[src/rtl/fir_mac_sequencer.sv]
// fir_mac_sequencer: time-multiplexed FIR filter. One multiply-accumulate unit
// is stepped over order+1 taps for each accepted input sample.
// Ports:
//   clock, reset          rising-edge clock, synchronous active-low reset
//   Data_in, in_valid     input sample and its valid; accepted only in IDLE
//   in_ready              high while the block can accept a sample (IDLE)
//   Data_out, out_valid   filtered result (held) and one-cycle update pulse
//   cfg_we/addr/data      coefficient write port (IDLE only, addr 0..order)
//   cfg_err               one-cycle pulse for a rejected coefficient write
//   busy                  high while the MAC sequence is running
module fir_mac_sequencer #(
  parameter int unsigned order         = 8,
  parameter int unsigned word_size_in  = 8,
  parameter int unsigned coeff_width   = 8,
  parameter int unsigned word_size_out = word_size_in + coeff_width + 4
) (
  input  logic                     clock,
  input  logic                     reset,
  input  logic [word_size_in-1:0]  Data_in,
  input  logic                     in_valid,
  output logic                     in_ready,
  output logic [word_size_out-1:0] Data_out,
  output logic                     out_valid,
  input  logic                     cfg_we,
  input  logic [3:0]               cfg_addr,
  input  logic [coeff_width-1:0]   cfg_data,
  output logic                     cfg_err,
  output logic                     busy
);

  localparam int unsigned TAP_W  = $clog2(order + 1);
  localparam int unsigned PROD_W = coeff_width + word_size_in;

  typedef enum logic {IDLE = 1'b0, MAC = 1'b1} state_t;

  state_t                   state, state_next;
  logic [TAP_W-1:0]         tap;
  logic [word_size_out-1:0] acc;
  logic [word_size_in-1:0]  x_cur;
  logic [word_size_in-1:0]  samples [0:order-1];
  logic [coeff_width-1:0]   coeff   [0:order];

  logic                     accept_c, last_c, cfg_ok_c, cfg_bad_c;
  logic [word_size_in-1:0]  op_c;
  logic [coeff_width-1:0]   cf_c;
  logic [PROD_W-1:0]        prod_c;
  logic [word_size_out-1:0] mac_sum_c;

  // State register
  always_ff @(posedge clock) begin
    if (!reset) state <= IDLE;
    else        state <= state_next;
  end

  // Next-state and control strobes
  always_comb begin
    state_next = state;
    accept_c   = 1'b0;
    last_c     = 1'b0;
    case (state)
      IDLE: begin
        if (in_valid) begin
          accept_c   = 1'b1;
          state_next = MAC;
        end
      end
      MAC: begin
        if (tap == TAP_W'(order)) begin
          last_c     = 1'b1;
          state_next = IDLE;
        end
      end
      default: state_next = IDLE;
    endcase
  end

  // Coefficient writes are only legal in IDLE and within 0..order
  always_comb begin
    cfg_ok_c  = cfg_we && (state == IDLE) && (32'(cfg_addr) <= order);
    cfg_bad_c = cfg_we && !cfg_ok_c;
  end

  // Tap operand/coefficient select: tap 0 uses the current sample x(n)
  always_comb begin
    op_c = x_cur;
    cf_c = coeff[0];
    for (int unsigned k = 1; k <= order; k++) begin
      if (tap == TAP_W'(k)) begin
        op_c = samples[k-1];
        cf_c = coeff[k];
      end
    end
    prod_c    = PROD_W'(cf_c) * PROD_W'(op_c);
    mac_sum_c = acc + word_size_out'(prod_c);
  end

  // Datapath, delay line, coefficient file and registered outputs
  always_ff @(posedge clock) begin
    if (!reset) begin
      tap       <= '0;
      acc       <= '0;
      x_cur     <= '0;
      Data_out  <= '0;
      out_valid <= 1'b0;
      cfg_err   <= 1'b0;
      in_ready  <= 1'b1;
      busy      <= 1'b0;
      for (int unsigned k = 0; k < order; k++) samples[k] <= '0;
      for (int unsigned k = 0; k <= order; k++) coeff[k] <= '0;
    end else begin
      out_valid <= 1'b0;
      cfg_err   <= cfg_bad_c;
      in_ready  <= (state_next == IDLE);
      busy      <= (state_next == MAC);

      for (int unsigned k = 0; k <= order; k++) begin
        if (cfg_ok_c && (cfg_addr == 4'(k))) coeff[k] <= cfg_data;
      end

      if (accept_c) begin
        x_cur      <= Data_in;
        samples[0] <= x_cur;
        for (int unsigned k = 1; k < order; k++) samples[k] <= samples[k-1];
        acc        <= '0;
        tap        <= '0;
      end else if (state == MAC) begin
        acc <= mac_sum_c;
        if (last_c) begin
          tap       <= '0;
          Data_out  <= mac_sum_c;
          out_valid <= 1'b1;
        end else begin
          tap <= tap + TAP_W'(1);
        end
      end
    end
  end

endmodule
[config.mk]
export PLATFORM = sky130hd
export DESIGN_NAME = fir_mac_sequencer
export DESIGN_NICKNAME = d
export VERILOG_FILES = /design/src/rtl/fir_mac_sequencer.sv
export SDC_FILE = /design/constraint.sdc
export NUM_CORES = 1
export LEC_CHECK = 0
export ABC_AREA = 1
export BUFFER_PORTS_ARGS = -buffer_cell sky130_fd_sc_hd__buf_2
export CORE_MARGIN = 10
export CORE_UTILIZATION = 45
export DETAILED_ROUTE_END_ITERATION = 8
export PLACE_DENSITY_LB_ADDON = 0.3
export SYNTH_ARGS = -nofsm -noshare
export SYNTH_HDL_FRONTEND = slang
export SYNTH_SLANG_ARGS = --single-unit
[constraint.sdc]
create_clock -name clock -period 6.1 [get_ports clock]
set_clock_uncertainty 0.05 [all_clocks]
set_input_delay 1.22 -clock clock [delete_from_list [all_inputs] [get_ports clock]]
set_output_delay 1.22 -clock clock [all_outputs]
set_load 0.005 [all_outputs]
==> results <==
- The cell type group with the largest total delay on the critical path is adder cells.
- The total count of max-transition violations in the final report was 0.
- The share of synthesized area occupied by flip-flops and latches is between 40% and 50%.
- The remaining global-route overflow is 0.
- Synthesis produced a netlist whose cell count is 1386.
- At the end of routability-driven placement, the weighted congestion stood at roughly 0.94.
- The count of cells in the finished layout, fillers not included, comes to 1777.
- Dividing the detail-routed via count by the number of cells gives 4.88.
- The total routed wirelength is 26.8 mm.
- The distinct cell type count after synthesis is 42.
- The wire-length estimate of the detail-placed layout is between 15 and 20 mm.
- The most common cell after layout, fill and taps aside is sky130_fd_sc_hd__nand2_1.
- STA classifies the critical path startpoint as a flip-flop.
- After synthesis the cells add up to between 0.01 and 0.015 mm^2.
- The TritonCTS sink count is between 150 and 200.
- On the worst path, the slowest cell contributes a delay of approximately 0.53 ns.
- The number of levels in the clock H-tree is 4.
- The synthesized design contains 192 register bits.
- The insertion delay to the later sink of the worst-skew pair is approximately 0.45 ns.
- The number of antenna diodes in the final layout is 0.
- The classification of the worst setup path is reg -> reg.
- The DRC violation total after the first TritonRoute iteration is 746.
- In the final layout, the share of cells above drive strength 1 is about an eighth.
- The fraction of the core area covered by cells at the end of the flow is between 50 and 60%.
- The horizontal die dimension is 180 um.
- Counting flops with a built-in enable in the synthesized netlist gives 136.
- The clock edge transition at the registers on the reported setup and hold paths is approximately 0.080 ns.
- The flow ran to the end, and the final reports show no timing, DRC or antenna violations.
- The max-slew headroom at the worst pin is between 30% and 40%.
- After detailed routing, the wire length on met1 is ~13 mm.
- The number of antenna violations at the first check in global routing is 0.
- Buffers placed on the I/O ports in this run total 47.
- Timing would allow up to between 150 and 200 MHz.
- The pin count of the biggest net entering global routing is 71.
- Dividing the detail-routed wire length by the instance count gives 15.1 um.
- The critical path runs through a total of 32 cells.
- The clock tree buffer depth is 2.
- The minimum hold slack is around 0.43 ns.
- The instance count along the most critical hold path is 2.
- The fill cell instance count of the final layout is 2323.
- The worst setup slack after placement is 0.106 ns.
- The number of cells on the worst reg-to-reg path is 32.
- In this run, placement finished with an instance count of roughly 1700.
- Summed over all nets, wire length on met3 after detailed routing comes to approximately 1.4 mm.
- The detail route stage leaves a number of antenna-violating nets equal to 0.
- The leakage power is approximately 6.3 nW.
- The worst-case IR drop observed on VDD is between 0.15 and 0.2 mV.
- The TritonCTS clock tree is yes.
- For this run, the number of Yosys warnings is 0.
- The data required time of the worst path is 6.39 ns.
- In the synthesized netlist the async set-or-reset flop fraction comes to 0%.
- At the pin with the least slew margin, the transition time is 0.991 ns.
- Counting every net in the synthesized netlist gives roughly 1500.
- The type of element capturing the critical path is a flip-flop.
- The standard cell core area is between 0.02 and 0.03 mm^2.
- The first-pass detailed-route iteration total is 5.
- The wire length of the first global-routing pass is approximately 44 mm.
- For the final routed database, the setup TNS stands at 0 ns.
- The floorplan has 58 rows.
- In the routed design, unresolved DRC markers number 0.
- For this design the ratio of total power to cell area is between 200 and 250 mW/mm^2.
- Data arrives at the worst endpoint at approximately 6.1 ns.
- The largest fanout of any net on the critical path is 10.
- The primary flip-flop cell chosen by synthesis mapping is sky130_fd_sc_hd__edfxtp_1.
- The number of nets in the final layout is 1553.
- The die covers between 0.03 and 0.04 mm^2.
- The worst-path cell with the longest stage delay is sky130_fd_sc_hd__fa_1.
- In this run the clock root is driven by a sky130_fd_sc_hd__clkbuf_16.
- The number of hold violations in the final report is 0.
- The post-synthesis area per instance is 8.31 um^2.
- Across all setup checks in the final design, the least slack found is approximately 0.34 ns.
- The worst path needs 5.76 ns of the cycle, external delays included.
- Among the stages of the critical path, the cell type that occurs most often is sky130_fd_sc_hd__nand2_1.
- The number of buffers and inverters on the critical path is 9.
- The part of the cycle the worst path needs is between 90% and 100%.
- The synthesis-to-finish area growth is 11.6%.
- The via count of the first global-routing pass came to around 8300.
- The final route contains 8666 vias.
- The count of endpoints failing setup in the final report is 0.
- The initial utilization of the core area, before any placement, comes to about 46%.
- The clock buffer count from CTS is 17.
- In the layout the commonest cells are 297 x sky130_fd_sc_hd__nand2_1, 286 x sky130_fd_sc_hd__inv_1, 181 x sky130_fd_sc_hd__nor2_1.
- In this run the top signal layer used is met4.
- The type of the worst min-delay path is reg -> reg.
- After clock tree synthesis, the flow added hold-fix buffers numbering 0.
- Global routing used approximately 16% of the available tracks across all layers.
- The max capacitance violation total is 0.
- Measured along the y axis, the die boundary spans approximately 180 um.
- In the detailed route, the total length drawn on met2 is 11.8 mm.
- 48 I/O pins were placed.
[cells in the mapped netlist (all sizes together) (5+ instances only)]
master,number,area share (%)
o211ai,9,0.59
o21ai,36,1.6
dfxtp,56,9.7
edfxtp,136,35
nand3b,10,0.65
a21oi,34,1.6
o21a,6,0.39
nand2,317,11
or2,12,0.65
ha,45,4.9
buf,30,1.5
nand3,116,5.1
nor2,185,6.3
fa,50,8.7
inv,301,9.8
clkbuf,18,0.59
xor2,5,0.38
nor3,7,0.30
[stage by stage]
step,instance area (um^2),power [mW]
global route,12800,3.32
CTS,12700,3.18
detailed placement,12100,2.04
finish,12800,3.17
global placement,12100,2.03
floorplan,11500,1.88
[worst register-to-register path, delay by kind of cell, from the launching register on]
kind,cells,cell delay [ns]
simple gates,14,1.53
fa+ha+maj,6,2.54
flops,1,0.36
buf+inv,9,0.94
compound gates,3,0.26
[where the power goes]
part	switching [mW]	leakage, nW	internal [mW]
sequential	0.0273	1.90	1.47
clock	0.584	0.294	0.562
combinational	0.358	4.11	0.171
[worst paths after layout]
kind                                  start     endpoint  slack [ns]
worst max-delay path                 tap[0]      acc[15]        0.34
worst min-delay path            Data_out[4]  Data_out[4]        0.43
worst min register to register  Data_out[4]  Data_out[4]        0.43
worst max register to register       tap[0]      acc[15]        0.34
[layout make-up]
class	count	area, um^2	share of cell area (%)
flip-flops and latches	192	5210	40.6
clock buffers	17	425	3.31
well taps	330	413	3.21
repair buffers	76	478	3.72
inverters	301	1140	8.89
multi-input cells	846	4990	38.9
clock inverters	15	184	1.43
[kinds of logic (layout without fill, tap and decap cells)]
family	count (synthesis)	count (layout)	synth area share [%]
simple gates	650	651	24.0
buf+inv	349	409	12.0
flops	192	192	45.2
fa+ha+maj	95	95	13.6
compound gates	93	93	4.68
xor+xnor	7	7	0.533
[per-layer routing]
| metal | global-route usage, % | vias to the layer above |
|---|---|---|
| met4 | 3.84 | 0 |
| met2 | 24.9 | 227 |
| met3 | 2.69 | 23 |
| li1 | - | 4373 |
| met1 | 24.0 | 4043 |
| met5 | 0 | - |
[registers in the layout, indices dropped and copies added, names as in the netlist]
| name | count |
|---|---|
| coeff | 72 |
| samples | 64 |
| Data_out | 20 |
| acc | 20 |
| x_cur | 8 |
| tap | 4 |
| busy | 1 |
| cfg_err | 1 |
| in_ready | 1 |
| out_valid | 1 |
[what timing repair did]
| action | CTS | global route |
|---|---|---|
| endpoints found under the setup margin | 0 | 24 |
| setup buffers | 0 | 9 |
| gates resized for setup | 0 | 20 |
No activity file was read; power rests on OpenSTA's default activity.
